## src/rtl/trig_dist_pkg.sv

```systemverilog
// Shared types, register map and modular-add helper for the trigger distribution node.
package trig_dist_pkg;

    typedef struct packed {
        logic [15:0] id;
        logic [3:0]  rsvd;
        logic [27:0] cycles;
    } trig_msg_t;

    localparam logic [5:0] REG_TTX_CR      = 6'h00;
    localparam logic [5:0] REG_TTX_ADJ_C   = 6'h04;
    localparam logic [5:0] REG_TTX_ADJ_F   = 6'h08;
    localparam logic [5:0] REG_TTX_CNT     = 6'h0C;
    localparam logic [5:0] REG_TRX_CR      = 6'h10;
    localparam logic [5:0] REG_TRX_DELAY_C = 6'h14;
    localparam logic [5:0] REG_TRX_DELAY_F = 6'h18;
    localparam logic [5:0] REG_TRX_CNT     = 6'h1C;
    localparam logic [5:0] REG_TRX_MISS    = 6'h20;

    localparam int CR_ENABLE   = 0;
    localparam int CR_RST_CNT  = 1;
    localparam int CR_RST_HIST = 2;

    // Both operands are already below n, so one conditional subtract is enough.
    function automatic logic [27:0] add_mod(input logic [27:0] a, input logic [27:0] b,
                                            input logic [27:0] n);
        logic [28:0] s;
        s = {1'b0, a} + {1'b0, b};
        if (s >= {1'b0, n}) s = s - {1'b0, n};
        return s[27:0];
    endfunction

endpackage

```

## src/rtl/trig_dist_if.sv

```systemverilog
// Stream (TX/RX message) and host register bus bundle for trig_dist_node.
interface trig_dist_if;
    logic [47:0] tx_msg;
    logic        tx_valid;
    logic        tx_ready;
    logic [47:0] rx_msg;
    logic        rx_valid;
    logic        reg_stb;
    logic        reg_we;
    logic [5:0]  reg_addr;
    logic [31:0] reg_wdata;
    logic [31:0] reg_rdata;
    logic        reg_ack;

    // tx_msg is held stable while tx_valid=1 and transfers on a cycle with tx_valid && tx_ready;
    // rx_msg is accepted on every cycle rx_valid=1; reg_stb is held until reg_ack (one cycle pulse).
    modport slave (
        output tx_msg, tx_valid, reg_rdata, reg_ack,
        input  tx_ready, rx_msg, rx_valid, reg_stb, reg_we, reg_addr, reg_wdata
    );

    modport master (
        input  tx_msg, tx_valid, reg_rdata, reg_ack,
        output tx_ready, rx_msg, rx_valid, reg_stb, reg_we, reg_addr, reg_wdata
    );
endinterface

```

## src/rtl/trig_dist_fifo.sv

```systemverilog
// Synchronous ring FIFO of due times; push while full is accepted only alongside a pop.
module trig_dist_fifo #(
    parameter int DEPTH = 4,
    parameter int W     = 28
) (
    input  logic         clk,
    input  logic         rst,
    input  logic         flush,
    input  logic         push,
    input  logic         pop,
    input  logic [W-1:0] din,
    output logic [W-1:0] dout,
    output logic         full,
    output logic         empty
);
    localparam int AW = $clog2(DEPTH);

    logic [W-1:0] mem_q [DEPTH];
    logic [W-1:0] mem_d [DEPTH];
    logic [AW:0]  wr_ptr_q, wr_ptr_d;
    logic [AW:0]  rd_ptr_q, rd_ptr_d;
    logic         do_push, do_pop;

    assign empty = (wr_ptr_q == rd_ptr_q);
    assign full  = (wr_ptr_q[AW] != rd_ptr_q[AW]) && (wr_ptr_q[AW-1:0] == rd_ptr_q[AW-1:0]);
    assign dout  = mem_q[rd_ptr_q[AW-1:0]];

    always_comb begin
        mem_d    = mem_q;
        wr_ptr_d = wr_ptr_q;
        rd_ptr_d = rd_ptr_q;
        do_pop   = pop && !empty;
        do_push  = push && (!full || do_pop);
        if (flush) begin
            wr_ptr_d = '0;
            rd_ptr_d = '0;
        end else begin
            if (do_push) begin
                mem_d[wr_ptr_q[AW-1:0]] = din;
                wr_ptr_d = wr_ptr_q + 1'b1;
            end
            if (do_pop) rd_ptr_d = rd_ptr_q + 1'b1;
        end
    end

    always_ff @(posedge clk) begin
        if (rst) begin
            wr_ptr_q <= '0;
            rd_ptr_q <= '0;
            for (int i = 0; i < DEPTH; i++) mem_q[i] <= '0;
        end else begin
            wr_ptr_q <= wr_ptr_d;
            rd_ptr_q <= rd_ptr_d;
            mem_q    <= mem_d;
        end
    end
endmodule

```

## src/rtl/trig_dist_node.sv

```systemverilog
// Trigger distribution node: timestamps trigger edges for TX, schedules delayed pulses from RX.
// Optional TRIG_DIST_MISS_EN adds TX drop count (TTX_CNT[31:16]) and TRX_MISS at 0x20.
module trig_dist_node
    import trig_dist_pkg::*;
#(
    parameter int CYCLES_PER_SEC = 62_500_000,
    parameter int FIFO_DEPTH     = 4,
    parameter int PULSE_LEN      = 4
) (
    input  logic        clk_sys_i,
    input  logic        rst_sys_i,
    input  logic [27:0] tm_cycles_i,
    input  logic        tm_valid_i,
    input  logic        trig_i,
    output logic        pulse_o,
    output logic [11:0] pulse_fine_o,
    output logic [11:0] ts_fine_o,
    trig_dist_if.slave  bus
);
    localparam logic [27:0] N_C = 28'(CYCLES_PER_SEC);

    function automatic logic [27:0] sat_cycles(input logic [31:0] v);
        return (v >= {4'b0, N_C}) ? N_C - 28'd1 : v[27:0];
    endfunction

    logic [2:0]  trig_sync_q, trig_sync_d;
    logic        edge_q, edge_d;
    logic        ttx_en_q, ttx_en_d, trx_en_q, trx_en_d;
    logic [15:0] ttx_id_q, ttx_id_d, trx_id_q, trx_id_d;
    logic [27:0] ttx_adj_c_q, ttx_adj_c_d, trx_delay_c_q, trx_delay_c_d;
    logic [11:0] ttx_adj_f_q, ttx_adj_f_d, trx_delay_f_q, trx_delay_f_d;
    logic [15:0] ttx_cnt_q, ttx_cnt_d;
    logic [31:0] trx_cnt_q, trx_cnt_d;
    logic        tx_valid_q, tx_valid_d;
    trig_msg_t   tx_msg_q, tx_msg_d;
    logic [7:0]  pulse_cnt_q, pulse_cnt_d;
    logic        ack_q, ack_d;
    logic [31:0] rdata_q, rdata_d;

    logic        wr, rst_ttx_cnt, rst_trx_cnt, rst_hist;
    logic        capture_req, rx_match, fire;
    logic        fifo_push, fifo_full, fifo_empty;
    logic [27:0] fifo_head;
    logic [15:0] ttx_drop_w;
    logic [31:0] trx_miss_w;
    trig_msg_t   rx_msg;

    assign rx_msg = bus.rx_msg;

    trig_dist_fifo #(.DEPTH(FIFO_DEPTH), .W(28)) u_fifo (
        .clk   (clk_sys_i),
        .rst   (rst_sys_i),
        .flush (rst_hist),
        .push  (fifo_push),
        .pop   (fire),
        .din   (add_mod(rx_msg.cycles, trx_delay_c_q, N_C)),
        .dout  (fifo_head),
        .full  (fifo_full),
        .empty (fifo_empty)
    );

    always_comb begin
        trig_sync_d   = {trig_sync_q[1:0], trig_i};
        edge_d        = trig_sync_q[1] & ~trig_sync_q[2];
        ttx_en_d      = ttx_en_q;
        ttx_id_d      = ttx_id_q;
        ttx_adj_c_d   = ttx_adj_c_q;
        ttx_adj_f_d   = ttx_adj_f_q;
        trx_en_d      = trx_en_q;
        trx_id_d      = trx_id_q;
        trx_delay_c_d = trx_delay_c_q;
        trx_delay_f_d = trx_delay_f_q;
        ttx_cnt_d     = ttx_cnt_q;
        trx_cnt_d     = trx_cnt_q;
        tx_valid_d    = tx_valid_q;
        tx_msg_d      = tx_msg_q;
        pulse_cnt_d   = pulse_cnt_q;
        rst_ttx_cnt   = 1'b0;
        rst_trx_cnt   = 1'b0;
        rst_hist      = 1'b0;
        wr            = bus.reg_stb && bus.reg_we && !ack_q;

        if (wr) begin
            case (bus.reg_addr)
                REG_TTX_CR: begin
                    ttx_en_d    = bus.reg_wdata[CR_ENABLE];
                    ttx_id_d    = bus.reg_wdata[31:16];
                    rst_ttx_cnt = bus.reg_wdata[CR_RST_CNT];
                end
                REG_TTX_ADJ_C:   ttx_adj_c_d   = sat_cycles(bus.reg_wdata);
                REG_TTX_ADJ_F:   ttx_adj_f_d   = bus.reg_wdata[11:0];
                REG_TRX_CR: begin
                    trx_en_d    = bus.reg_wdata[CR_ENABLE];
                    trx_id_d    = bus.reg_wdata[31:16];
                    rst_trx_cnt = bus.reg_wdata[CR_RST_CNT];
                    rst_hist    = bus.reg_wdata[CR_RST_HIST];
                end
                REG_TRX_DELAY_C: trx_delay_c_d = sat_cycles(bus.reg_wdata);
                REG_TRX_DELAY_F: trx_delay_f_d = bus.reg_wdata[11:0];
                default: ;
            endcase
        end

        // The handshake cycle still counts as pending, so an edge landing then is dropped.
        capture_req = edge_q && ttx_en_q && tm_valid_i;
        if (tx_valid_q && bus.tx_ready) begin
            tx_valid_d = 1'b0;
            ttx_cnt_d  = ttx_cnt_q + 16'd1;
        end
        if (capture_req && !tx_valid_q) begin
            tx_valid_d = 1'b1;
            tx_msg_d   = '{id: ttx_id_q, rsvd: 4'b0,
                           cycles: add_mod(tm_cycles_i, ttx_adj_c_q, N_C)};
        end
        if (rst_ttx_cnt) ttx_cnt_d = '0;

        rx_match  = bus.rx_valid && trx_en_q && (rx_msg.id == trx_id_q);
        fire      = !fifo_empty && tm_valid_i && (tm_cycles_i == fifo_head);
        fifo_push = rx_match && !rst_hist && (!fifo_full || fire);
        if (fifo_push) trx_cnt_d = trx_cnt_q + 32'd1;
        if (rst_trx_cnt) trx_cnt_d = '0;

        if (fire) pulse_cnt_d = 8'(PULSE_LEN);
        else if (pulse_cnt_q != 8'd0) pulse_cnt_d = pulse_cnt_q - 8'd1;

        ack_d   = bus.reg_stb && !ack_q;
        rdata_d = '0;
        if (bus.reg_stb && !ack_q) begin
            case (bus.reg_addr)
                REG_TTX_CR:      rdata_d = {ttx_id_q, 15'b0, ttx_en_q};
                REG_TTX_ADJ_C:   rdata_d = {4'b0, ttx_adj_c_q};
                REG_TTX_ADJ_F:   rdata_d = {20'b0, ttx_adj_f_q};
                REG_TTX_CNT:     rdata_d = {ttx_drop_w, ttx_cnt_q};
                REG_TRX_CR:      rdata_d = {trx_id_q, 15'b0, trx_en_q};
                REG_TRX_DELAY_C: rdata_d = {4'b0, trx_delay_c_q};
                REG_TRX_DELAY_F: rdata_d = {20'b0, trx_delay_f_q};
                REG_TRX_CNT:     rdata_d = trx_cnt_q;
                REG_TRX_MISS:    rdata_d = trx_miss_w;
                default:         rdata_d = '0;
            endcase
        end
    end

`ifdef TRIG_DIST_MISS_EN
    logic [15:0] ttx_drop_q, ttx_drop_d;
    logic [31:0] trx_miss_q, trx_miss_d;

    always_comb begin
        ttx_drop_d = ttx_drop_q;
        trx_miss_d = trx_miss_q;
        if (capture_req && tx_valid_q) ttx_drop_d = ttx_drop_q + 16'd1;
        if (rx_match && !rst_hist && fifo_full && !fire) trx_miss_d = trx_miss_q + 32'd1;
        if (rst_ttx_cnt) ttx_drop_d = '0;
        if (rst_trx_cnt) trx_miss_d = '0;
    end

    always_ff @(posedge clk_sys_i) begin
        if (rst_sys_i) begin
            ttx_drop_q <= '0;
            trx_miss_q <= '0;
        end else begin
            ttx_drop_q <= ttx_drop_d;
            trx_miss_q <= trx_miss_d;
        end
    end

    assign ttx_drop_w = ttx_drop_q;
    assign trx_miss_w = trx_miss_q;
`else
    assign ttx_drop_w = '0;
    assign trx_miss_w = '0;
`endif

    always_ff @(posedge clk_sys_i) begin
        if (rst_sys_i) begin
            trig_sync_q   <= '0;
            edge_q        <= 1'b0;
            ttx_en_q      <= 1'b0;
            ttx_id_q      <= '0;
            ttx_adj_c_q   <= '0;
            ttx_adj_f_q   <= '0;
            trx_en_q      <= 1'b0;
            trx_id_q      <= '0;
            trx_delay_c_q <= '0;
            trx_delay_f_q <= '0;
            ttx_cnt_q     <= '0;
            trx_cnt_q     <= '0;
            tx_valid_q    <= 1'b0;
            tx_msg_q      <= '0;
            pulse_cnt_q   <= '0;
            ack_q         <= 1'b0;
            rdata_q       <= '0;
        end else begin
            trig_sync_q   <= trig_sync_d;
            edge_q        <= edge_d;
            ttx_en_q      <= ttx_en_d;
            ttx_id_q      <= ttx_id_d;
            ttx_adj_c_q   <= ttx_adj_c_d;
            ttx_adj_f_q   <= ttx_adj_f_d;
            trx_en_q      <= trx_en_d;
            trx_id_q      <= trx_id_d;
            trx_delay_c_q <= trx_delay_c_d;
            trx_delay_f_q <= trx_delay_f_d;
            ttx_cnt_q     <= ttx_cnt_d;
            trx_cnt_q     <= trx_cnt_d;
            tx_valid_q    <= tx_valid_d;
            tx_msg_q      <= tx_msg_d;
            pulse_cnt_q   <= pulse_cnt_d;
            ack_q         <= ack_d;
            rdata_q       <= rdata_d;
        end
    end

    assign pulse_o       = (pulse_cnt_q != 8'd0);
    assign pulse_fine_o  = pulse_o ? trx_delay_f_q : 12'd0;
    assign ts_fine_o     = ttx_adj_f_q;
    assign bus.tx_msg    = tx_msg_q;
    assign bus.tx_valid  = tx_valid_q;
    assign bus.reg_rdata = rdata_q;
    assign bus.reg_ack   = ack_q;
endmodule

```

## src/flat_wrapper.sv

```systemverilog
// flat-port wrapper written by rule: the top's interface ports become plain ports
module trig_dist_node_flat import trig_dist_pkg::*;
#(
    parameter int CYCLES_PER_SEC = 62_500_000,
    parameter int FIFO_DEPTH     = 4,
    parameter int PULSE_LEN      = 4
)
  (clk_sys_i, rst_sys_i, tm_cycles_i, tm_valid_i, trig_i, pulse_o, pulse_fine_o, ts_fine_o, bus_tx_msg, bus_tx_valid, bus_reg_rdata, bus_reg_ack, bus_tx_ready, bus_rx_msg, bus_rx_valid, bus_reg_stb, bus_reg_we, bus_reg_addr, bus_reg_wdata);
  trig_dist_if bus_i ();
  input  logic clk_sys_i;
  input  logic rst_sys_i;
  input  logic [27:0] tm_cycles_i;
  input  logic tm_valid_i;
  input  logic trig_i;
  output logic pulse_o;
  output logic [11:0] pulse_fine_o;
  output logic [11:0] ts_fine_o;
  output wire logic [$bits(bus_i.tx_msg)-1:0] bus_tx_msg;
  output wire logic [$bits(bus_i.tx_valid)-1:0] bus_tx_valid;
  output wire logic [$bits(bus_i.reg_rdata)-1:0] bus_reg_rdata;
  output wire logic [$bits(bus_i.reg_ack)-1:0] bus_reg_ack;
  input wire logic [$bits(bus_i.tx_ready)-1:0] bus_tx_ready;
  input wire logic [$bits(bus_i.rx_msg)-1:0] bus_rx_msg;
  input wire logic [$bits(bus_i.rx_valid)-1:0] bus_rx_valid;
  input wire logic [$bits(bus_i.reg_stb)-1:0] bus_reg_stb;
  input wire logic [$bits(bus_i.reg_we)-1:0] bus_reg_we;
  input wire logic [$bits(bus_i.reg_addr)-1:0] bus_reg_addr;
  input wire logic [$bits(bus_i.reg_wdata)-1:0] bus_reg_wdata;
  assign bus_tx_msg = bus_i.tx_msg;
  assign bus_tx_valid = bus_i.tx_valid;
  assign bus_reg_rdata = bus_i.reg_rdata;
  assign bus_reg_ack = bus_i.reg_ack;
  assign bus_i.tx_ready = bus_tx_ready;
  assign bus_i.rx_msg = bus_rx_msg;
  assign bus_i.rx_valid = bus_rx_valid;
  assign bus_i.reg_stb = bus_reg_stb;
  assign bus_i.reg_we = bus_reg_we;
  assign bus_i.reg_addr = bus_reg_addr;
  assign bus_i.reg_wdata = bus_reg_wdata;
  trig_dist_node #(.CYCLES_PER_SEC(CYCLES_PER_SEC), .FIFO_DEPTH(FIFO_DEPTH), .PULSE_LEN(PULSE_LEN)) u_core (.clk_sys_i(clk_sys_i), .rst_sys_i(rst_sys_i), .tm_cycles_i(tm_cycles_i), .tm_valid_i(tm_valid_i), .trig_i(trig_i), .pulse_o(pulse_o), .pulse_fine_o(pulse_fine_o), .ts_fine_o(ts_fine_o), .bus(bus_i));
endmodule
```

## config.mk

```make
export PLATFORM = sky130hd
export DESIGN_NAME = trig_dist_node_flat
export DESIGN_NICKNAME = d
export VERILOG_FILES = /design/src/rtl/trig_dist_pkg.sv /design/src/rtl/trig_dist_if.sv /design/src/rtl/trig_dist_fifo.sv /design/src/rtl/trig_dist_node.sv /design/src/flat_wrapper.sv
export SDC_FILE = /design/constraint.sdc
export NUM_CORES = 1
export LEC_CHECK = 0
export BUFFER_PORTS_ARGS = -buffer_cell sky130_fd_sc_hd__buf_4
export CAP_MARGIN = 25
export CORE_MARGIN = 2
export CORE_UTILIZATION = 40
export DETAILED_ROUTE_END_ITERATION = 12
export PLACE_DENSITY_LB_ADDON = 0.15
export SLEW_MARGIN = 25
export SYNTH_ARGS = -nofsm -noshare
export SYNTH_HDL_FRONTEND = slang
export SYNTH_SLANG_ARGS = --single-unit
```

## constraint.sdc

```tcl
create_clock -name clk_sys_i -period 12.2 [get_ports clk_sys_i]
set_clock_uncertainty 0.1 [all_clocks]
set_input_delay 0.61 -clock clk_sys_i [delete_from_list [all_inputs] [get_ports clk_sys_i]]
set_output_delay 0.61 -clock clk_sys_i [all_outputs]
set_load 0.05 [all_outputs]
```

======== Word level (Yosys, flattened, before mapping) ========
Index checks and enable logic that the tools add are counted.
storage, ports and cells
  word-level logic and storage cells ...... 119
  flip-flop bits (word level) ............. 370
cells by class
  equal/unequal tests ..................... 12
  $add $sub $neg .......................... 9
  reductions and logical operators ........ 40
  bitwise logic cells ..................... 6
  $lt $le $gt $ge ......................... 6
  mux-type cells .......................... 21
operators with widths
  operator                                               number
  case mux 32 bit (8 select lines)                       1
  2-to-1 mux 28 bit                                      6
  bitwise mux 112 bit                                    1
  adder 28 x 28 -> 29 bit                                2
  >= comparator 29 x 26 -> 1 bit, second input constant  2
  binary-select mux 28 bit (select 2 bit)                1
  demux 28 bit (select 2 bit)                            1
  subtractor 28 x 26 -> 28 bit, second input constant    2
  adder 32 x 1 -> 32 bit, second input constant          1
  >= comparator 32 x 26 -> 1 bit, second input constant  1
  equality test 28 bit                                   1
  equality test 6 x 5 -> 1 bit, second input constant    4
  logical AND 1 bit                                      17
  adder 16 x 1 -> 16 bit, second input constant          1
  equality test 16 bit                                   1
  AND reduction 2 bit                                    7
  equality test 6 x 4 -> 1 bit, second input constant    2
  2-to-1 mux 12 bit                                      1
  OR reduction 2 bit                                     5
  2-to-1 mux 1 bit                                       8
  nonzero test 8 bit                                     1
  subtractor 8 x 1 -> 8 bit, second input constant       1
  adder 3 x 1 -> 3 bit, second input constant            2
  equality test 6 x 3 -> 1 bit, second input constant    1
  other kinds (13)                                       24

======== Logic depth before layout (Yosys ltp) ========
Gate-level depths: netlist of the first run.
  depth after elaboration ................. 10
  depth in mapped cells ................... 16
  gate-level depth less buffers ........... 14

======== By module ========
From an unflattened synthesis of the first run, not the netlist that was laid out.
second synthesis, totals
  cells, all modules ...................... 2,439
  area, all modules ....................... 20,987.6 um^2
modules (own cells, without submodules)
  module          area an instance (um^2)  cells each  times used
  trig_dist_node  15,269.6                 1,953       1
  trig_dist_fifo  5,718.0                  486         1

======== Worst setup path after synthesis of the first run ========
OpenSTA, ideal clock, no wires.
  path kind ............................... in2reg
  from .................................... in bus_rx_msg[0]
  to ...................................... reg u_core.u_fifo.mem_q[93] in the netlist's numbering
  arrival ................................. 3.929 ns
  slack ................................... 8.033 ns
  stages .................................. 14
  cell sequence ........................... ha_1 fa_1 a211oi_1 o21ai_1 a221oi_2 a21oi_1 a221o_1 xor2_1 nor2_1 nand2_1 clkbuf_1 o221ai_1 xnor2_1 a211oi_1
on the way
  longest elaborated chain between the ends .. 4
  elaborated cells on any way between the ends .. 5
ends and longest elaborated chain
  item                                                                                   line                  text
  start, declared                                                                        flat_wrapper.sv:23    input wire logic [$bits(bus_i.rx_msg)-1:0] bus_rx_msg;
  adder 28 x 28 -> 29 bit (*)                                                            trig_dist_pkg.sv:28   s = {1'b0, a} + {1'b0, b};
  subtractor 28 x 26 -> 28 bit / >= comparator 29 x 26 -> 1 bit (equally long branches)  trig_dist_pkg.sv:29   if (s >= {1'b0, n}) s = s - {1'b0, n};
  2-to-1 mux 28 bit (*)                                                                  trig_dist_pkg.sv:29
  bitwise mux 112 bit (*)                                                                trig_dist_fifo.sv:39  mem_d[wr_ptr_q[AW-1:0]] = din;
  end signal, assigned                                                                   trig_dist_fifo.sv:54  mem_q <= mem_d;
  end, declared                                                                          trig_dist_fifo.sv:18  logic [W-1:0] mem_q [DEPTH];
Mark *: on every way between the ends. The rest lies on a longest branch, timed or not.
A chain may end at the register's enable or synchronous reset.

======== Worst setup path in the final report of the first run ========
  from .................................... reg u_core.u_fifo.rd_ptr_q[0]
  to ...................................... reg u_core.u_fifo.mem_q[13] in the netlist's numbering
on the way
  longest elaborated chain between the ends .. 10
  elaborated cells on any way between the ends .. 18
ends and longest elaborated chain
  item                                                          line                                         text
  start, declared                                               trig_dist_fifo.sv:21                         logic [AW:0] rd_ptr_q, rd_ptr_d;
  start signal, assigned                                        trig_dist_fifo.sv:53                         rd_ptr_q <= rd_ptr_d;
  NOT 2 -> 3 bit (not written as such)                          trig_dist_fifo.sv:26                         assign dout = mem_q[rd_ptr_q[AW-1:0]];
  binary-select mux 28 bit (select 2 bit)                       trig_dist_fifo.sv:26
  2-to-1 mux 28 bit (not written as such) (2 in series)         trig_dist_fifo.sv:26
  equality test 28 bit                                          trig_dist_node.sv:118                        fire = !fifo_empty && tm_valid_i && (tm_cycles_i == fifo_head);
  logical AND 1 bit                                             trig_dist_node.sv:118
  logical OR 1 bit / logical AND 1 bit (equally long branches)  trig_dist_node.sv:119, trig_dist_fifo.sv:32
  logical AND 1 bit / logical OR 1 bit (equally long branches)  trig_dist_node.sv:119, trig_dist_fifo.sv:33
  logical AND 1 bit (*)                                         trig_dist_fifo.sv:33                         do_push = push && (!full || do_pop);
  AND reduction 2 bit (no source line) (*)                      -
Mark *: on every way between the ends. The rest lies on a longest branch, timed or not. The select of a mux whose other input is x is not followed.

==> results of run 1 <==
synthesized netlist by cell type (all sizes together), types with 30 or more instances:
cell | instances | area (µm²)
a21oi | 212 | 1080
xor2 | 65 | 569
a31oi | 33 | 206
nand2 | 340 | 1280
a211oi | 149 | 1140
ha | 67 | 838
a22oi | 73 | 548
nand4 | 31 | 194
clkbuf | 114 | 429
dfxtp | 370 | 7410
buf | 40 | 219
o21ai | 71 | 355
nor2 | 280 | 1060
and2 | 30 | 188
xnor2 | 100 | 898
nand3 | 81 | 410
kinds of logic (layout without fill, tap and decap cells):
| logic type | after synthesis | count (layout) | share of synthesized area, % |
|---|---|---|---|
| fa+ha+maj | 69 | 69 | 4.35 |
| buf+inv | 172 | 339 | 3.55 |
| compound gates | 687 | 687 | 22.9 |
| other cells | 1 | 5 | 0.0186 |
| mux | 45 | 45 | 3.99 |
| xor+xnor | 165 | 165 | 7.28 |
| flops | 370 | 370 | 36.7 |
| simple gates | 933 | 933 | 21.2 |
sequential cells by signal, summed over array words and instances (netlist names), 28 cells and up:
signal                flops
u_core.bus.reg_rdata     32
u_core.bus.tx_msg        44
u_core.trx_cnt_q         32
u_core.trx_delay_c_q     28
u_core.ttx_adj_c_q       28
u_core.u_fifo.mem_q     112
routing by layer:
metal	vias to the layer above	track usage, %
met5	-	0
met4	2	8.54
met3	97	4.65
met2	582	40.1
met1	8994	34.9
li1	9118	-
power groups by stage:
stage / registers (mW) / clock network, mW / logic [mW]
final: 1.23 / 1.29 / 0.305
after global routing: 1.24 / 1.35 / 0.333
after CTS: 1.23 / 1.30 / 0.304
after detailed placement: 1.26 / 0 / 0.302
after global placement: 1.26 / 0 / 0.298
after floorplan: 1.26 / 0 / 0.199
stage by stage:
stage / util, % / total power [mW]
after floorplan: - / 1.46
after global routing: 47.3 / 2.92
after global placement: 44.5 / 1.56
final: 47.4 / 2.83
after detailed placement: 44.5 / 1.56
after CTS: 47.3 / 2.84
layout make-up:
class / count / area [µm²]
antenna: 1 / 2.50
clock buffer: 61 / 1230
clock inverter: 17 / 170
fill: 4887 / 26300
inverter: 18 / 67.6
multi-input combinational: 1903 / 12100
sequential: 370 / 7410
tap: 672 / 841
timing repair buffer: 243 / 1830
worst min path at each step:
stage	slack (ns)	cells past startpoint	start	end
6_report	0.15	2	trig_i	u_core.trig_sync_q[0]$_SDFF_PP0_
5_1_grt	0.16	2	trig_i	u_core.trig_sync_q[0]$_SDFF_PP0_
2_1_floorplan	0.27	1	u_core.trig_sync_q[2]$_SDFF_PP0_	u_core.edge_q$_SDFF_PP0_
4_1_cts	0.13	2	trig_i	u_core.trig_sync_q[0]$_SDFF_PP0_
3_3_place_gp	0.27	1	u_core.trig_sync_q[2]$_SDFF_PP0_	u_core.edge_q$_SDFF_PP0_
3_5_place_dp	0.28	1	u_core.trig_sync_q[2]$_SDFF_PP0_	u_core.edge_q$_SDFF_PP0_
worst max-delay path, stage by stage (launching register included):
cell and delay [ns]:
dfxtp_2 0.31, buf_4 0.53, mux4_2 0.65, xnor2_1 0.32, nand4_1 0.14, nor4_1 0.82
nand2_1 0.54, a21oi_2 0.76, and2_1 0.58, buf_4 0.50, nor2_1 0.08, a211oi_1 0.23
==> key figures, run 1 <==
Floorplanning
  • Die H: ~230 µm
  • IO Count: roughly 230
  • Core outline area: approximately 50000 µm²
  • Die area: around 52000 µm²
  • Starting Density: 40.4%
  • Standard-cell rows: 82
  • Die W: 229 µm

Timing
  • Fmax: about 180 MHz
  • Final setup vio count: 0
  • Setup WS post-layout: 6.49 ns
  • RSZ-0062 raised after global routing: no
  • Period minus WS final: ~5.7 ns
  • Final Hold Viols: 0
  • TNS Setup: 0 ns
  • Tcrit/Tclk final: a little under half
  • Hold slack final: ~0.15 ns
  • Worst-Margin Slew: 0.995 ns
  • Fin. max-slew vios: 0
  • Rel. slew slack: 33.7%

CTS
  • CTS root buffer: clkbuf_16
  • CTS buffer count: 42
  • Maximum clock insertion buffer count: 3
  • CTS sink cnt: 370
  • CTS Hold Bufs: 0
  • CTS tree: done
  • CTS resizes: 0
  • Worst-Skew Late Latency: approximately 0.58 ns
  • H-tree depth: 2
  • Clock transition at path regs: roughly 0.060 ns
  • Post-CTS Setup Repair Bufs: 0

Setup path
  • Critical path endpoint category: flip-flop
  • Worst setup path class: flip-flop to flip-flop
  • Req. time, crit path: 12.56 ns
  • Setup crit end: u_core.u_fifo.mem_q[13]$_SDFFE_PP0P_
  • CP Launch Type: flip-flop
  • Crit path DAT: 6.07 ns
  • CP max FO: 39
  • R2R Path End: u_core.u_fifo.mem_q[13]$_SDFFE_PP0P_
  • Worst Setup SP: u_core.u_fifo.rd_ptr_q[0]$_SDFFE_PP0P_
  • Reg2reg setup slack: 6.49 ns
  • R2R cell count: 11
  • Critical R2R Launch: u_core.u_fifo.rd_ptr_q[0]$_SDFFE_PP0P_

Final layout
  • Fraction of layout cells with a size suffix above 1: between 10% and 20%
  • Area Growth Syn to Fin: 17.3%
  • Most common cell after layout, fill and taps aside: dfxtp_1
  • Final non-filler cell total: approximately 3300
  • Post-route cell area: 23700 µm²
  • Most frequent cells in the layout: 368 x dfxtp_1, 339 x nand2_1, 275 x nor2_1
  • Post-layout net count: roughly 2800

Global route
  • Aggregate global-route resource usage: between 20% and 30%
  • First-pass GRT wire length: between 100000 and 150000 µm
  • Vias in the first global route: approximately 18000
  • GR Overflow Total: 0
  • Initial antenna violation count: 1
  • Largest net degree at the start of global routing: 95

Power and ir drop
  • Clk pwr share: approximately 46%
  • Lkg Pwr: ~8.5 nW
  • Flop pwr share: a little over two fifths
  • P_int: between 2 and 2.5 mW
  • Comb power frac: between 10% and 20%
  • Max IR drop VDD: a little over 80 µV
  • Power per cell area: 119 nW/µm²
  • Sw frac: a little over a quarter
  • Net Sw Power: ~740 µW

Logic synthesis
  • Library cells used by synthesis: 98
  • Avg Cell Area, Syn: between 8 and 9 µm²
  • Flops & latches, synth: 370
  • Async set-or-reset flop fraction in the synthesized netlist: 0%
  • EDFF count, synth: 0
  • Ys flop type: dfxtp_1
  • Seq/Total Area, Yosys: about 37%
  • Synthesized instance count: roughly 2400
  • Ys Warns: 0
  • Post-Syn Area: 20200 µm²

Placed design
  • I/O Buffers: between 200 and 250
  • Final HPWL DP: around 52000 µm
  • Post-place instance area: between 20000 and 25000 µm²
  • Routability Congestion: 0.909
  • Setup slack at placement: about 6.4 ns
  • Post-Place Cells: between 3000 and 4000

Routing
  • Via count: between 15000 and 20000
  • Vias per cell: 5.72
  • Metal2 WL: ~31000 µm
  • Met3 wire len: just over 4000 µm
  • Highest metal used: met5
  • DRT Pass-1 Iters: 6
  • Met1 Wirelength: 31500 µm
  • Post-route ant nets: 0
  • Drt first-iter violations: between 1500 and 2000
  • Drt drc: 0
  • Post-Route WL: 68800 µm
  • Wirelength per Cell: about 21 µm

Worst hold path
  • Hold Crit Class: input port to flip-flop

Flow run
  • Max-cap violation count: 0

Outcome
  • Status: finished, final reports clean
Note: power is estimated with default switching activity, not from simulation.
==> run 2: changes to the inputs <==
==> constraint.sdc (replaced) <==
create_clock -name clk_sys_i -period 5.4 [get_ports clk_sys_i]
set_clock_uncertainty 0.1 [all_clocks]
set_input_delay 0.27 -clock clk_sys_i [delete_from_list [all_inputs] [get_ports clk_sys_i]]
set_output_delay 0.27 -clock clk_sys_i [all_outputs]
set_load 0.05 [all_outputs]
==> run 2 against run 1 <==
Maximum frequency up 18%. Core utilization up 0.97 points. Flip-flop and latch count unchanged. Critical endpoint is now u_core.u_fifo.mem_q[63]$_SDFFE_PP0P_. Via count up 0.90%. Critical path type unchanged. Highest routed layer is now met4. Critical path depth up 2. Setup slack worse by 5.9 ns. Hold slack worse by 0.13 ns. Sequential share of layout area down 0.63 points. Largest cell class unchanged.
==> key figures, run 2 (synthesized netlist as in run 1, its figures left out) <==
CTS
  • CTS tree: done
  • Maximum clock insertion buffer count: 3 (unchanged)
  • CTS buffer count: 41 (-2.4%)
  • CTS root buffer: clkbuf_16
  • H-tree depth: 2 (unchanged)
  • CTS sink cnt: 370 (unchanged)
  • CTS resizes: 0 (unchanged)
  • Worst-Skew Late Latency: 0.59 ns (about the same)
  • CTS Hold Bufs: 34 (+34)
  • Clock transition at path regs: 0.06 ns (about the same)
  • Post-CTS Setup Repair Bufs: 0 (unchanged)

Final layout
  • Post-route cell area: 24100 µm² (+2.0%)
  • Post-layout net count: 2829 (+2.2%)
  • Most frequent cells in the layout: 369 x dfxtp_1, 339 x nand2_1, 275 x nor2_1
  • Fraction of layout cells with a size suffix above 1: 15.8% (+0.39 points)
  • Max FFs per register: 112 (unchanged)
  • Ant. Diodes: 0 (-1)
  • Most common cell after layout, fill and taps aside: dfxtp_1
  • # fillers: 4902 (+0.31%)
  • Area Growth Syn to Fin: 19.7%
  • Biggest register: u_core.u_fifo.mem_q

Setup path
  • Req. time, crit path: 5.72 ns (-6.84 ns)
  • R2R Path End: u_core.u_fifo.mem_q[63]$_SDFFE_PP0P_
  • Crit path DAT: 5.15 ns (-0.92 ns)
  • Worst Setup SP: u_core.trx_delay_c_q[0]$_SDFFE_PP0P_
  • Worst path slowest cell: a311o_1
  • R2R cell count: 13 (+2)
  • Worst setup path class: flip-flop to flip-flop
  • Setup crit end: u_core.u_fifo.mem_q[63]$_SDFFE_PP0P_
  • CP max FO: 12 (-69%)
  • CP Launch Type: flip-flop
  • Reg2reg setup slack: 0.58 ns (-5.91 ns)
  • CP max stage delay: 0.57 ns (-0.25 ns)
  • Critical path endpoint category: flip-flop
  • Worst path cell trace: ha_1 > fa_1 > a211oi_1 > o21ai_1 > a221oi_2 > o31ai_1 > xnor2_1 > nor2b_1 > a21boi_2 > a311o_1 > a21oi_1 > xor2_1 > a211oi_1
  • Critical R2R Launch: u_core.trx_delay_c_q[0]$_SDFFE_PP0P_
  • CP most frequent cell: a211oi_1

Routing
  • Vias per cell: 5.68 (-0.76%)
  • Post-route ant nets: 0 (unchanged)
  • Via count: 18962 (+0.90%)
  • Post-Route WL: 69100 µm (+0.38%)
  • DRT Pass-1 Iters: 6 (unchanged)
  • Drt drc: 0 (unchanged)
  • Drt first-iter violations: 1572 (+3.4%)
  • Wirelength per Cell: 20.7 µm (-1.3%)

Global route
  • Initial antenna violation count: 0 (-1)
  • GR Overflow Total: 0 (unchanged)
  • Largest net degree at the start of global routing: 115 (+21%)
  • First-pass GRT wire length: 105000 µm (+1.3%)
  • Vias in the first global route: 17776 (+1.2%)
  • Aggregate global-route resource usage: 25.7% (+0.25 points)

Timing
  • Period minus WS final: 4.82 ns (-0.885 ns)
  • Fmax: 207 MHz (+18%)
  • RSZ-0062 raised after global routing: no
  • TNS Setup: 0 ns (unchanged)
  • Final Hold Viols: 0 (unchanged)
  • Fin. max-slew vios: 0 (unchanged)
  • Rel. slew slack: 37.9% (+4.2 points)
  • Final setup vio count: 0 (unchanged)
  • Worst-Margin Slew: 0.932 ns (-0.0628 ns)
  • Tcrit/Tclk final: 89.3% (+43 points)
  • Hold slack final: 0.0211 ns (-0.131 ns)

Outcome
  • Status: finished, final reports clean

Floorplanning
  • Standard-cell rows: 82 (unchanged)
  • Starting Density: 40.4% (unchanged)
  • Die H: 229 µm (unchanged)
  • IO Count: 229 (unchanged)
  • Die W: 229 µm (unchanged)
  • Die area: 52200 µm² (unchanged)
  • Core outline area: 50000 µm² (unchanged)

Power and ir drop
  • Max IR drop VDD: 200 µV (+150%)
  • Power per cell area: 260 nW/µm² (+120%)
  • Lkg Pwr: 8.75 nW (+2.9%)

Placed design
  • Final HPWL DP: 52300 µm (+0.78%)
  • Post-place instance area: 22500 µm² (+1.0%)
  • I/O Buffers: 220 (unchanged)
  • Routability Congestion: 0.905 (-0.49%)

Flow run
  • Max-cap violation count: 0 (unchanged)

Worst hold path
  • Hold Crit Class: input port to flip-flop
==> run 2: routing by layer <==
metal / part of all wire, % / routed length (µm) / global-route usage, % / up-vias
li1: - / - / - / 9216
met1: 46 / 31900 / 35.9 / 9052
met2: 46 / 31700 / 41.5 / 606
met3: 5.3 / 3700 / 3.18 / 88
met4: 2.6 / 1800 / 7.41 / 0
met5: 0 / 0 / 0 / -
==> run 2: final cells by class <==
type | instances | area (µm²) | area share [%]
Clock inverter | 10 | 82.6 | 0.342
Timing Repair Buffer | 304 | 2400 | 9.95
Inverter | 18 | 67.6 | 0.280
Sequential cell | 370 | 7410 | 30.7
Multi-Input combinational cell | 1903 | 12100 | 50.1
Tap cell | 672 | 841 | 3.48
Clock buffer | 63 | 1240 | 5.14
==> run 2: worst min-delay path by stage <==
stage | depth (start not counted) | to | start | slack (ns)
global placement | 1 | u_core.edge_q$_SDFF_PP0_ | u_core.trig_sync_q[2]$_SDFF_PP0_ | 0.27
detailed placement | 1 | u_core.edge_q$_SDFF_PP0_ | u_core.trig_sync_q[2]$_SDFF_PP0_ | 0.28
global route | 3 | u_core.ttx_adj_c_q[15]$_SDFFE_PP0P_ | bus_reg_wdata[15] | 0.05
floorplan | 1 | u_core.bus.reg_ack$_SDFF_PP0_ | rst_sys_i | 0.26
CTS | 3 | u_core.ttx_adj_c_q[15]$_SDFFE_PP0P_ | bus_reg_wdata[15] | 0.005
finish | 3 | u_core.ttx_adj_c_q[15]$_SDFFE_PP0P_ | bus_reg_wdata[15] | 0.02
==> run 2: power by group <==
group / leakage [nW] / internal (mW) / switching, mW
logic: 5.12 / 0.274 / 0.441
registers: 2.98 / 2.76 / 0.0287
clock network: 0.653 / 1.59 / 1.18
total: 8.75 / 4.62 / 1.65
==> run 2: critical path, delay by kind of cell, from the launching register on <==
| kind | cells | cell delay, ns |
|---|---|---|
| and+or+nand+nor | 1 | 0.34 |
| adders and majority gates | 2 | 0.65 |
| DFF | 1 | 0.36 |
| xor gates and xnor gates | 2 | 0.92 |
| AOI/OAI and AO/OA | 8 | 2.28 |
==> run 2: metrics by stage <==
step | total power [mW] | worst slack [ns] | util [%] | cells
final | 6.28 | 0.576 | 48.3 | 3340
after global routing | 6.49 | 0.263 | 48.3 | 3340
after CTS | 6.32 | 0.564 | 48.3 | 3340
after detailed placement | 3.54 | 0.560 | 45.0 | 3233
after global placement | 3.52 | 0.665 | 45.0 | 3233
after floorplan | 3.29 | 1.55 | - | 2445
==> run 3: changes to the inputs <==
--- a/config.mk
+++ b/config.mk
@@ -5,10 +5,11 @@
 export SDC_FILE = /design/constraint.sdc
 export NUM_CORES = 1
 export LEC_CHECK = 0
+export ABC_AREA = 1
 export BUFFER_PORTS_ARGS = -buffer_cell sky130_fd_sc_hd__buf_4
 export CAP_MARGIN = 25
 export CORE_MARGIN = 2
-export CORE_UTILIZATION = 40
+export CORE_UTILIZATION = 25
 export DETAILED_ROUTE_END_ITERATION = 12
 export PLACE_DENSITY_LB_ADDON = 0.15
 export SLEW_MARGIN = 25
==> run 3 against run 2 <==
Flip-flop and latch count unchanged. Register-to-register slack improved by 0.44 ns. Sequential power is essentially flat. Hold slack improved by 0.048 ns. Critical path type unchanged. Largest power group is now clock. Setup slack gained 0.44 ns. Critical path depth up 9. Core utilization fell by 18 points. Non-clock buffer count shrank 25.
==> key figures, run 3 <==
Global route
  • Vias in the first global route: 23538 (+32%)
  • GR Overflow Total: 0 (unchanged)
  • First-pass GRT wire length: 151000 µm (+43%)
  • Largest net degree at the start of global routing: 101 (-12%)
  • Initial antenna violation count: 4 (+4)
  • Aggregate global-route resource usage: 20.2% (-5.5 points)

Floorplanning
  • Die H: 313 µm (+37%)
  • Standard-cell rows: 113 (+38%)
  • Die W: 313 µm (+37%)
  • Core outline area: 94700 µm² (+90%)
  • IO Count: 229 (unchanged)
  • Starting Density: 25.2% (-15 points)
  • Die area: 97900 µm² (+87%)

Routing
  • Wirelength per Cell: 18.9 µm (-8.8%)
  • DRT Pass-1 Iters: 6 (unchanged)
  • Post-route ant nets: 0 (unchanged)
  • Via count: 24836 (+31%)
  • Vias per cell: 4.62 (-19%)
  • Drt first-iter violations: 1876 (+19%)
  • Drt drc: 0 (unchanged)
  • Post-Route WL: 101000 µm (+47%)

Timing
  • Tcrit/Tclk final: 81.2% (-8.1 points)
  • Fin. max-slew vios: 0 (unchanged)
  • Worst-Margin Slew: 0.935 ns (+0.00284 ns)
  • Fmax: 228 MHz (+10%)
  • TNS Setup: 0 ns (unchanged)
  • Final Hold Viols: 0 (unchanged)
  • Rel. slew slack: 37.7% (-0.19 points)
  • Period minus WS final: 4.39 ns (-0.437 ns)
  • Final setup vio count: 0 (unchanged)
  • RSZ-0062 raised after global routing: no

Worst hold path
  • Worst hold start: rst_sys_i
  • Hold Crit Class: input port to flip-flop

Final layout
  • Post-layout net count: 4259 (+51%)
  • Most frequent cells in the layout: 1064 x nand2_1, 582 x inv_1, 369 x dfxtp_1
  • Ant. Diodes: 0 (unchanged)
  • Most common cell after layout, fill and taps aside: nand2_1
  • Max FFs per register: 112 (unchanged)
  • Area Growth Syn to Fin: 20.0%
  • Fraction of layout cells with a size suffix above 1: 10.1% (-5.7 points)
  • Biggest register: u_core.u_fifo.mem_q

Setup path
  • Crit path DAT: 4.82 ns (-0.33 ns)
  • Family with the most delay on the worst path: simple AND/OR/NAND/NOR gates
  • R2R cell count: 22 (+9)
  • Critical path endpoint category: flip-flop
  • Critical R2R Launch: u_core.trx_delay_c_q[0]$_SDFFE_PP0P_
  • Setup crit end: u_core.u_fifo.mem_q[63]$_SDFFE_PP0P_
  • Worst path slowest cell: nand2_4
  • Reg2reg setup slack: 1.01 ns (+0.44 ns)
  • R2R Path End: u_core.u_fifo.mem_q[63]$_SDFFE_PP0P_
  • Worst setup path class: flip-flop to flip-flop
  • Req. time, crit path: 5.84 ns (+0.12 ns)
  • CP Launch Type: flip-flop
  • Worst path cell trace: ha_1 > fa_1 > nand3_1 > nand3_2 > nand2_1 > nand2_1 > nand2_1 > nand2_1 > ha_1 > inv_1 > nand3_1 > nand3_1 > nand3_1 > nand2_2 > nand2_2 > nand2_4 > nand3_4 > nand2_4 > o21ai_0 > nand3_1 > nand2_1 > inv_1
  • Crit path buf inv count: 2 (+2)
  • Worst Setup SP: u_core.trx_delay_c_q[0]$_SDFFE_PP0P_
  • Levels on crit path: 22 (+9)
  • CP max FO: 26 (+14)
  • CP max stage delay: 0.55 ns (-0.02 ns)

Power and ir drop
  • P_int: 4.94 mW (+6.8%)
  • Lkg Pwr: 13.2 nW (+51%)
  • Comb power frac: 11.7% (+0.3 points)
  • Sw frac: 28.0% (+1.7 points)
  • Max IR drop VDD: 195 µV (-2.6%)
  • Flop pwr share: 40.4% (-4.1 points)
  • Pwr Total: 6.86 mW (+9.3%)
  • Net Sw Power: 1.92 mW (+16%)
  • Power per cell area: 240 nW/µm² (-7.8%)
  • Clk pwr share: 48.0% (+3.8 points)

Logic synthesis
  • Async set-or-reset flop fraction in the synthesized netlist: 0% (unchanged)
  • Main combinational cell family by area after synthesis: simple AND/OR/NAND/NOR gates
  • Largest cells by area after synthesis: dfxtp_1 31%, nand2_1 17%, inv_1 9.2%
  • Flops & latches, synth: 370 (unchanged)
  • Library cells used by synthesis: 54 (-45%)
  • Avg Cell Area, Syn: 6.16 µm² (-25%)
  • EDFF count, synth: 0 (unchanged)
  • Cell with the most instances after synthesis: nand2_1
  • Post-Syn Area: 23800 µm² (+18%)
  • Ys Warns: 0 (unchanged)
  • Post-synth top cells: 1064 x nand2_1, 584 x inv_1, 370 x dfxtp_1
  • Ys flop type: dfxtp_1
  • Top cell type by total area after synthesis: dfxtp_1
  • Seq/Total Area, Yosys: 31.1% (-5.7 points)
  • Compound-cell area share of the yosys netlist: 15.1% (-7.8 points)
  • Mux cell area share after synthesis: 0% (-4.0 points)
  • Post-Synth XOR/XNOR Area: 2.87% (-4.4 points)
  • Synthesized instance count: 3872 (+59%)
  • Synth Area in Simple Gates: 35.0% (+14 points)
  • Share of the synthesized area in the top cell type: 31.1% (-5.7 points)
  • Synth Area in Adders: 3.68% (-0.67 points)

Placed design
  • Routability Congestion: 0.895 (-1.1%)
  • Final HPWL DP: 78000 µm (+49%)
  • I/O Buffers: 220 (unchanged)

Outcome
  • Status: finished, final reports clean

CTS
  • CTS sink cnt: 370 (unchanged)
  • CTS resizes: 0 (unchanged)
  • CTS buffer count: 47 (+15%)
  • CTS root buffer: clkbuf_16
  • Clock transition at path regs: 0.06 ns (about the same)
  • Maximum clock insertion buffer count: 3 (unchanged)
  • CTS tree: done
  • Worst-Skew Late Latency: 0.61 ns (+0.02 ns)
  • H-tree depth: 2 (unchanged)

Flow run
  • Max-cap violation count: 0 (unchanged)
-- run 3: final cells by class --
type | count | area [µm²]
clock buffer | 68 | 1390
clock inverter | 18 | 218
fill | 10816 | 66100
inverter | 601 | 2260
multi-input combinational | 2769 | 13600
sequential | 370 | 7410
tap | 1265 | 1580
timing repair buffer | 279 | 2210
-- run 3: timing repair --
action / in CTS / in global routing
buffers inserted: 0 / 0
hold buffers: 35 / 0
hold endpoints to repair: 113 / 0
-- run 3: logic make-up after synthesis --
| logic type | Yosys count |
|---|---|
| buf+inv | 736 |
| other cells | 1 |
| xor+xnor | 78 |
| fa+ha+maj | 69 |
| compound gates | 674 |
| flops | 370 |
| simple gates | 1944 |
-- run 3: metal layers --
layer	wire [µm]	up-vias	part of all wire, %	global-route usage (%)
met5	39	-	0.038	0
met4	2340	6	2.3	4.81
met3	4140	92	4.1	2.41
met2	45000	541	44	32.6
met1	49800	11426	49	28.6
li1	-	12771	-	-
-- run 3: power groups by stage --
stage / sequential (mW) / clock (mW) / combinational (mW)
2_1_floorplan: 2.83 / 0 / 0.481
3_3_place_gp: 2.83 / 0 / 0.779
3_5_place_dp: 2.83 / 0 / 0.778
4_1_cts: 2.77 / 3.37 / 0.800
5_1_grt: 2.77 / 3.47 / 0.883
6_report: 2.77 / 3.29 / 0.800
-- run 3: worst min-delay path by stage --
| stage | to | slack [ns] | cells past startpoint |
|---|---|---|---|
| 2_1_floorplan | u_core.edge_q$_SDFF_PP0_ | 0.27 | 1 |
| 3_3_place_gp | u_core.edge_q$_SDFF_PP0_ | 0.28 | 1 |
| 3_5_place_dp | u_core.edge_q$_SDFF_PP0_ | 0.28 | 1 |
| 4_1_cts | u_core.trig_sync_q[2]$_SDFF_PP0_ | 0.05 | 2 |
| 5_1_grt | u_core.bus.tx_valid$_SDFFE_PP0P_ | 0.07 | 2 |
| 6_report | u_core.bus.tx_valid$_SDFFE_PP0P_ | 0.07 | 2 |
-- run 3: through the flow --
stage | setup slack (ns) | utilization (%) | hold WS, ns | std cells | instance area, µm²
6_report | 1.01 | 30.2 | 0.0690 | 5370 | 28600
5_1_grt | 0.706 | 30.2 | 0.0716 | 5370 | 28600
4_1_cts | 1.08 | 30.2 | 0.0471 | 5370 | 28600
3_5_place_dp | 0.974 | 28.1 | 0.281 | 5249 | 26700
3_3_place_gp | 1.00 | 28.1 | 0.276 | 5249 | 26700
2_1_floorplan | 2.28 | - | 0.273 | 3875 | 23900
